## config.mk

```make
export PLATFORM = sky130hd
export DESIGN_NAME = ct_f_spsram_init_ctrl
export DESIGN_NICKNAME = d
export VERILOG_FILES = /design/src/rtl/ct_f_spsram_init_ctrl.sv
export SDC_FILE = /design/constraint.sdc
export NUM_CORES = 1
export LEC_CHECK = 0
export BUFFER_PORTS_ARGS = -buffer_cell sky130_fd_sc_hd__buf_2
export CORE_ASPECT_RATIO = 1.4
export CORE_MARGIN = 1
export CORE_UTILIZATION = 38
export CTS_CLUSTER_DIAMETER = 100
export CTS_CLUSTER_SIZE = 10
export DETAILED_ROUTE_END_ITERATION = 8
export GPL_TIMING_DRIVEN = 1
export PLACE_DENSITY = 0.8
export SYNTH_ARGS = -nofsm -noshare
export SYNTH_HDL_FRONTEND = slang
export SYNTH_SLANG_ARGS = --single-unit
```

## constraint.sdc

```tcl
create_clock -name CLK -period 1.6 [get_ports CLK]
set_input_delay 0.4 -clock CLK [delete_from_list [all_inputs] [get_ports CLK]]
set_output_delay 0.4 -clock CLK [all_outputs]
set_load 0.02 [all_outputs]
```

## src/rtl/ct_f_spsram_init_ctrl.sv

```systemverilog
// ct_f_spsram_init_ctrl
// Requester-side controller for a single-port SRAM macro. After reset it
// writes INIT_VALUE to every entry, then turns a valid/ready request stream
// into active-low CEN/GWEN/WEN strobes and returns read data on a
// valid/ready response channel with one-entry buffering.
//
// Handshake semantics (both channels): a transfer happens on a rising edge
// where valid and ready are both 1. A producer holds valid and its payload
// stable until the transfer; ready may depend combinationally on the
// consumer's state. req_rdy is combinational from rd_pend/rsp_vld/rsp_rdy;
// rsp_vld and rsp_rdata are registered.
module ct_f_spsram_init_ctrl #(
    parameter int unsigned           ADDR_WIDTH = 8,
    parameter int unsigned           DATA_WIDTH = 23,
    parameter bit                    INIT_EN    = 1'b1,
    parameter logic [DATA_WIDTH-1:0] INIT_VALUE = '0
) (
    input  logic                  CLK,
    input  logic                  RST,
    input  logic                  req_vld,
    output logic                  req_rdy,
    input  logic                  req_wr,
    input  logic [ADDR_WIDTH-1:0] req_addr,
    input  logic [DATA_WIDTH-1:0] req_wdata,
    input  logic [DATA_WIDTH-1:0] req_wmask,
    output logic                  rsp_vld,
    input  logic                  rsp_rdy,
    output logic [DATA_WIDTH-1:0] rsp_rdata,
    output logic                  init_done,
    output logic [ADDR_WIDTH-1:0] sram_a,
    output logic                  sram_cen,
    output logic                  sram_gwen,
    output logic [DATA_WIDTH-1:0] sram_wen,
    output logic [DATA_WIDTH-1:0] sram_d,
    input  logic [DATA_WIDTH-1:0] sram_q
);

    typedef enum logic {
        ST_INIT = 1'b0,
        ST_RUN  = 1'b1
    } state_t;

    // With clearing disabled the controller comes out of reset ready to run.
    localparam state_t                  RST_STATE = INIT_EN ? ST_INIT : ST_RUN;
    localparam logic [ADDR_WIDTH-1:0]   LAST_ADDR = '1;
    localparam logic [ADDR_WIDTH-1:0]   CNT_ONE   = {{(ADDR_WIDTH-1){1'b0}}, 1'b1};

    state_t                state_q,     state_d;
    logic [ADDR_WIDTH-1:0] init_cnt_q,  init_cnt_d;
    logic                  rd_pend_q,   rd_pend_d;
    logic                  rsp_vld_q,   rsp_vld_d;
    logic [DATA_WIDTH-1:0] rsp_rdata_q, rsp_rdata_d;

    // fire: a request transfers this cycle; capture: the SRAM Q of the
    // outstanding read moves into the response buffer at this edge.
    logic fire;
    logic capture;

    // Next-state and output decode. While RST is high every output shows its
    // reset value so the macro sees no access during the reset cycle itself.
    always_comb begin
        state_d     = state_q;
        init_cnt_d  = init_cnt_q;
        rd_pend_d   = rd_pend_q;
        rsp_vld_d   = rsp_vld_q;
        rsp_rdata_d = rsp_rdata_q;
        fire        = 1'b0;
        capture     = 1'b0;
        req_rdy     = 1'b0;
        init_done   = 1'b0;
        sram_cen    = 1'b1;
        sram_gwen   = 1'b1;
        sram_wen    = '1;
        sram_a      = '0;
        sram_d      = '0;

        if (!RST) begin
            case (state_q)
                ST_INIT: begin
                    // Full-word write of INIT_VALUE to one entry per cycle.
                    sram_cen   = 1'b0;
                    sram_gwen  = 1'b0;
                    sram_wen   = '0;
                    sram_a     = init_cnt_q;
                    sram_d     = INIT_VALUE;
                    init_cnt_d = init_cnt_q + CNT_ONE;
                    if (init_cnt_q == LAST_ADDR) begin
                        state_d = ST_RUN;
                    end
                end
                ST_RUN: begin
                    init_done = 1'b1;
                    // A new access is only allowed when the outstanding read
                    // (if any) can be captured this cycle; otherwise the SRAM
                    // must keep Q for it.
                    req_rdy   = !rd_pend_q || !rsp_vld_q || rsp_rdy;
                    fire      = req_vld && req_rdy;
                    capture   = rd_pend_q && (!rsp_vld_q || rsp_rdy);
                    sram_cen  = !fire;
                    sram_gwen = !(fire && req_wr);
                    sram_wen  = (fire && req_wr) ? ~req_wmask : '1;
                    sram_a    = req_addr;
                    sram_d    = req_wdata;

                    if (fire && !req_wr) begin
                        rd_pend_d = 1'b1;
                    end else if (capture) begin
                        rd_pend_d = 1'b0;
                    end

                    if (capture) begin
                        rsp_vld_d   = 1'b1;
                        rsp_rdata_d = sram_q;
                    end else if (rsp_vld_q && rsp_rdy) begin
                        rsp_vld_d   = 1'b0;
                    end
                end
                default: begin
                    state_d = RST_STATE;
                end
            endcase
        end
    end

    // State registers with synchronous reset; a reset drops any pending or
    // buffered read response.
    always_ff @(posedge CLK) begin
        if (RST) begin
            state_q     <= RST_STATE;
            init_cnt_q  <= '0;
            rd_pend_q   <= 1'b0;
            rsp_vld_q   <= 1'b0;
            rsp_rdata_q <= '0;
        end else begin
            state_q     <= state_d;
            init_cnt_q  <= init_cnt_d;
            rd_pend_q   <= rd_pend_d;
            rsp_vld_q   <= rsp_vld_d;
            rsp_rdata_q <= rsp_rdata_d;
        end
    end

    assign rsp_vld   = rsp_vld_q;
    assign rsp_rdata = rsp_rdata_q;

endmodule
```

==> results.cfg, run 1 <==
[run_status]
status = finished, violations left
violations = setup timing

[min_path]
hold_class = in -> reg

[clock_network]
clk_latency_ns = 0.28
clockBufferDepth = 2
cts.clk_slew.worst_paths_ns = 0.07
cts_tree = built
numClockSinks = 34
clock-root-buffer = clkbuf_8
cts_buffers = 5
cts_hold_buf = 0
h-tree-depth = 2

[die]
dieArea_mm2 = 0.00518
core.rowCount = 29
die_width_um = 61.1
die-height_um = 84.8
ios = 164
initial_core_util_pct = 40.4
fp.coreArea_mm2 = 0.00461

[placed_design]
hpwl_um = 4300
portBuffers = 163
place_congestion = 0.734
dp.cells = 456
dpl_cell_area_mm2 = 0.00288

[power]
power.total_uw = 1850
vdd_drop_max_mv = 0.414
static-leakage-power_uw = 0.00160
power_density_mw_per_mm2 = 540

[worst_setup_path]
critPathMaxStageDelay_ns = 0.32
endpoint_kind = primary output
crit_required_ns = 1.20
arrival_ns = 1.45
cp_max_fo = 24
critPathLaunchType = flip-flop
cp_slowest_cell = dfxtp_2
cp_top_family = buffers and inverters
worstSetupPathType = reg -> out
worstPathCellList = nor2b_4 > a211oi_4 > buf_12 > a21oi_1 > buf_2
worst-path-buf-inv = 2

[drt]
drt-total-wl_um = 6650
ant_nets = 0
via_per_inst = 5.08
drt_iter0_markers = 159
drc = 0
wire_per_inst_um = 13.9
num_vias = 2428
first_pass_iters = 4

[global_routing]
grt.overflow.total = 0
grt_pass1_wl_um = 9810
antenna_found_initial = 0
grt_use_total_pct = 24.9
grt_max_degree = 25
grt_pass1_vias = 2234

[timing]
post-route-period-util_pct = 116
slew_headroom_pct = 79.1
skew_ns = 0.00268
drv_slew = 0
setup_viol = 54
rsz0062_at_grt = yes
fin_hold_ws_ns = 0.363
hold_violations = 0
period_needed_ns = 1.85
fin_setup_tns_ns = -8.54
setup_slack_ns = -0.253
worstMarginPinSlew_ns = 0.312
max_freq_ghz = 0.540

[flow_run]
drv_cap = 0

[layout]
antenna_cells = 0
area_delta_synth_final_pct = 84.0
fin_nets = 498
drive_gt1_share_pct = 61.8
final_cells = 478
final_area_mm2 = 0.00342

[yosys]
syn-num-nets = 320
netlist_instances = 237
yosysSeqAreaShare_pct = 36.6
syn_area_mm2 = 0.00186
syn_area_per_cell_um2 = 7.85
synth_seq_cells = 34
yosysUniqueCellTypes = 30
synth_warnings = 0
## cell families after synthesis
group                      synth area share (%)
AOI/OAI and AO/OA                          23.8
and+or+nand+nor                            24.5
DFF                                        36.6
buffers and inverters                      7.67
muxes                                      4.84
xor gates and xnor gates                   1.88
adders and majority gates                 0.672
## synth_stat cells
cell,n,area (um2)
inv_1,1,3.75
buf_4,2,15.0
nand3b_1,2,15.0
a21oi_1,51,255
o21bai_1,1,7.51
xor2_1,3,26.3
a21boi_0,1,7.51
a211oi_1,1,7.51
a211oi_4,1,20.0
o21ai_1,5,25.0
o21ba_2,1,10.0
nor2b_4,1,13.8
buf_6,5,56.3
nand2b_1,1,6.26
nand4_1,1,6.26
nand3_1,25,125
ha_1,1,12.5
dfxtp_1,34,681
nor2b_1,1,6.26
xnor2_1,1,8.76
buf_2,6,30.0
nand2_1,4,15.0
nand4b_4,1,23.8
or3_1,3,18.8
nor2_1,18,67.6
mux2i_1,9,90.1
o21ai_0,22,110
clkbuf_1,10,37.5
and2_1,24,150
nand4b_1,1,8.76
## tightest hold or removal path, delay by kind of cell
family                 cells  cell delay [ns]
AO/OA/AOI/OAI              1             0.05
buffers and inverters      1             0.09
AND/OR/NAND/NOR            1             0.05
## timing repair
| item | CTS | global route |
|---|---|---|
| endpoints found under the hold margin | 0 | 0 |
| pin swaps | 20 | 10 |
| gates resized for setup | 97 | 17 |
| cloned | 5 | 0 |
| setup buffers | 8 | 3 |
| endpoints found under the setup margin | 58 | 58 |
## final timing paths
check / startpoint / to / slack, ns / cells past startpoint
min: sram_q[1] / rsp_rdata[1] / 0.36 / 3
max: rsp_vld / sram_wen[0] / -0.25 / 5
max reg2reg: state_q / init_cnt_q[5] / 0.10 / 6
min reg2reg: rsp_rdata[2] / rsp_rdata[2] / 0.47 / 2
## layer usage
layer,GRT usage (%),vias to the layer above,wire length [um]
met3,8.17,6,544
li1,-,1181,-
met4,6.20,0,51
met2,44.6,121,3500
met5,0,-,0
met1,27.0,1120,2560
## final cells by class
type                       instances  area (um2)
clock buffer                       6        82.6
multi-input combinational        179        1200
fill                             354        1180
sequential                        34         686
inverter                           1        6.26
clock inverter                     2        12.5
timing repair buffer             194        1360
tap                               62        77.6
## per-stage QoR
step / util [%] / setup WS (ns)
floorplan: - / -0.0124
global placement: 62.5 / -0.0818
detailed placement: 62.5 / -0.103
CTS: 73.7 / -0.277
global route: 74.3 / -0.338
finish: 74.3 / -0.253
## report_power, final
group	switching [uW]	internal, uW	leakage (uW)
clock network	304	345	0.0000472
registers	11.5	851	0.000276
logic	177	160	0.00128
## placed cells by master (no fill, tap or decap), types with 2 or more instances in the layout
cell and count:
a211oi_4 2, dfxtp_1 32, nor2_2 2, nand2_1 4
o21ai_0 22, buf_12 4, mux2i_1 9, buf_4 25
buf_8 2, a21oi_1 32, or3_1 3, o21ai_1 5
a21oi_2 19, and2_4 23, buf_6 35, buf_2 127
xor2_1 3, clkbuf_8 6, nand3b_1 2, nor2_1 15
nand3_1 25
## flip-flops by register name, summed over array words and instances, names as in the netlist
register and cells:
init_cnt_q 8, rd_pend_q 1, rsp_rdata 23, rsp_vld 1
state_q 1
Note: power is estimated with default switching activity, not from simulation.
==> run 2, diff against run 1 <==
--- a/config.mk
+++ b/config.mk
@@ -6,7 +6,6 @@
 export NUM_CORES = 1
 export LEC_CHECK = 0
 export BUFFER_PORTS_ARGS = -buffer_cell sky130_fd_sc_hd__buf_2
-export CORE_ASPECT_RATIO = 1.4
 export CORE_MARGIN = 1
 export CORE_UTILIZATION = 38
 export CTS_CLUSTER_DIAMETER = 100
==> run 2 against run 1 <==
  * Highest routed layer unchanged
  * Clock-buffer cell count did not move
  * Final area fell by 2.2%
  * Sequential cell count did not move
  * Sequential share of layout area rose by 0.44 points
  * Worst hold slack got worse by 0.0046 ns
  * Wire length rose by 4.6%
  * The run still ends with setup timing left
  * Global-route usage rose by 0.61 points
  * Sequential power barely moved
  * Via count rose by 0.82%
  * Maximum frequency fell by 0.43%
  * Largest cell class unchanged
==> results.cfg, run 2 (synthesis results as in run 1) <==
[run_status]
status = finished, violations left
violations = setup timing

[clock_network]
numClockSinks = 34
cts_tree = built
clk_latency_ns = 0.28
cts_buffers = 5
clockBufferDepth = 2
h-tree-depth = 2
cts.clk_slew.worst_paths_ns = 0.08
clock-root-buffer = clkbuf_8
cts_hold_buf = 0

[global_routing]
grt_max_degree = 25
grtUsageMet1_pct = 27.3
grt_use_total_pct = 25.5
grt_pass1_vias = 2224
grt_pass1_wl_um = 10300
grtUsageMet3_pct = 5.14
grt_busiest_layer = met2
gr-usage-met2_pct = 49.9
grt.overflow.total = 0
antenna_found_initial = 0

[timing]
post-route-period-util_pct = 116
slew_headroom_pct = 81.3
fin_hold_ws_ns = 0.358
setup_viol = 55
setup_slack_ns = -0.261
drv_slew = 0
worstMarginPinSlew_ns = 0.280
rsz0062_at_grt = yes
period_needed_ns = 1.86
max_freq_ghz = 0.537
fin_setup_tns_ns = -8.54
hold_violations = 0
skew_ns = 0.0115

[worst_setup_path]
critPathMaxStageDelay_ns = 0.32
endpoint_kind = primary output
cp_slowest_cell = dfxtp_2
cp_max_fo = 24
worstPathCellList = nor2b_4 > a211oi_4 > buf_12 > a21oi_1 > buf_2
arrival_ns = 1.46
crit_required_ns = 1.20
critPathLaunchType = flip-flop
reg2reg_slack_ns = 0.09
worstSetupPathType = reg -> out

[power]
vdd_drop_max_mv = 0.337
static-leakage-power_uw = 0.00156
power_density_mw_per_mm2 = 556

[layout]
area_delta_synth_final_pct = 80.0
most-common-layout-cells = buf_2 (127), buf_6 (37), a21oi_1 (32), dfxtp_1 (32)
finish.utilization_pct = 70.9
largest_reg_flops = 23
final_common_cell = buf_2
drive_gt1_share_pct = 61.5
fin_nets = 495
antenna_cells = 0

[drt]
drt-total-wl_um = 6960
wire_per_inst_um = 14.5
drc = 0
via_per_inst = 5.10
first_pass_iters = 4
ant_nets = 0
num_vias = 2448
drt_iter0_markers = 115

[placed_design]
portBuffers = 163
hpwl_um = 4510
place_congestion = 0.745

[die]
initial_core_util_pct = 39.4
dieArea_mm2 = 0.00518
die_width_um = 72.0
ios = 164
die-height_um = 72.0
fp.coreArea_mm2 = 0.00472
core.rowCount = 25

[flow_run]
drv_cap = 0

[min_path]
hold_class = in -> reg
run 2: worst paths after layout:
path,startpoint,end,cells after the start
min,sram_q[15],rsp_rdata[15],3
max reg2reg,state_q,init_cnt_q[7],6
min reg2reg,rsp_rdata[21],rsp_rdata[21],2
max,rsp_vld,sram_wen[2],5
run 2: power by group:
group          internal, uW  leakage (uW)  switching [uW]  total, uW
registers               850      0.000276            11.3        862
clock network           346     0.0000472             320        666
logic                   157       0.00124             178        335
run 2: per-layer routing:
layer	wire, um	vias up
met4	141	0
met5	0	-
met1	2570	1127
li1	-	1169
met3	465	13
met2	3780	139
run 2: layout make-up:
cell class                      instances  area, um2
Clock buffer                            6       82.6
Clock inverter                          2       12.5
Fill cell                             362       1370
Inverter                                1       6.26
Multi-Input combinational cell        179       1200
Sequential cell                        34        686
Tap cell                               67       83.8
Timing Repair Buffer                  191       1280
run 2: critical path, delay by kind of cell (launching register included):
family / cells / cell delay, ns
AO/OA/AOI/OAI: 2 / 0.33
buffers and inverters: 2 / 0.39
flip-flops: 1 / 0.32
AND/OR/NAND/NOR: 1 / 0.13
run 2: stage by stage:
stage                     setup WS (ns)  power (uW)  area, um2  cells
after global routing             -0.324        1940       3350    480
after global placement           -0.118        1190       2860    461
after floorplan                 -0.0124        1030       1950    237
after detailed placement         -0.157        1200       2860    461
final                            -0.261        1860       3350    480
after CTS                        -0.280        1860       3320    481
run 2: timing repair:
item                       in CTS  in global routing
buffers inserted                8                  2
gates resized for setup        89                 24
cloned                          4                  0
setup endpoints to repair      57                 68
pin swaps                      22                 10
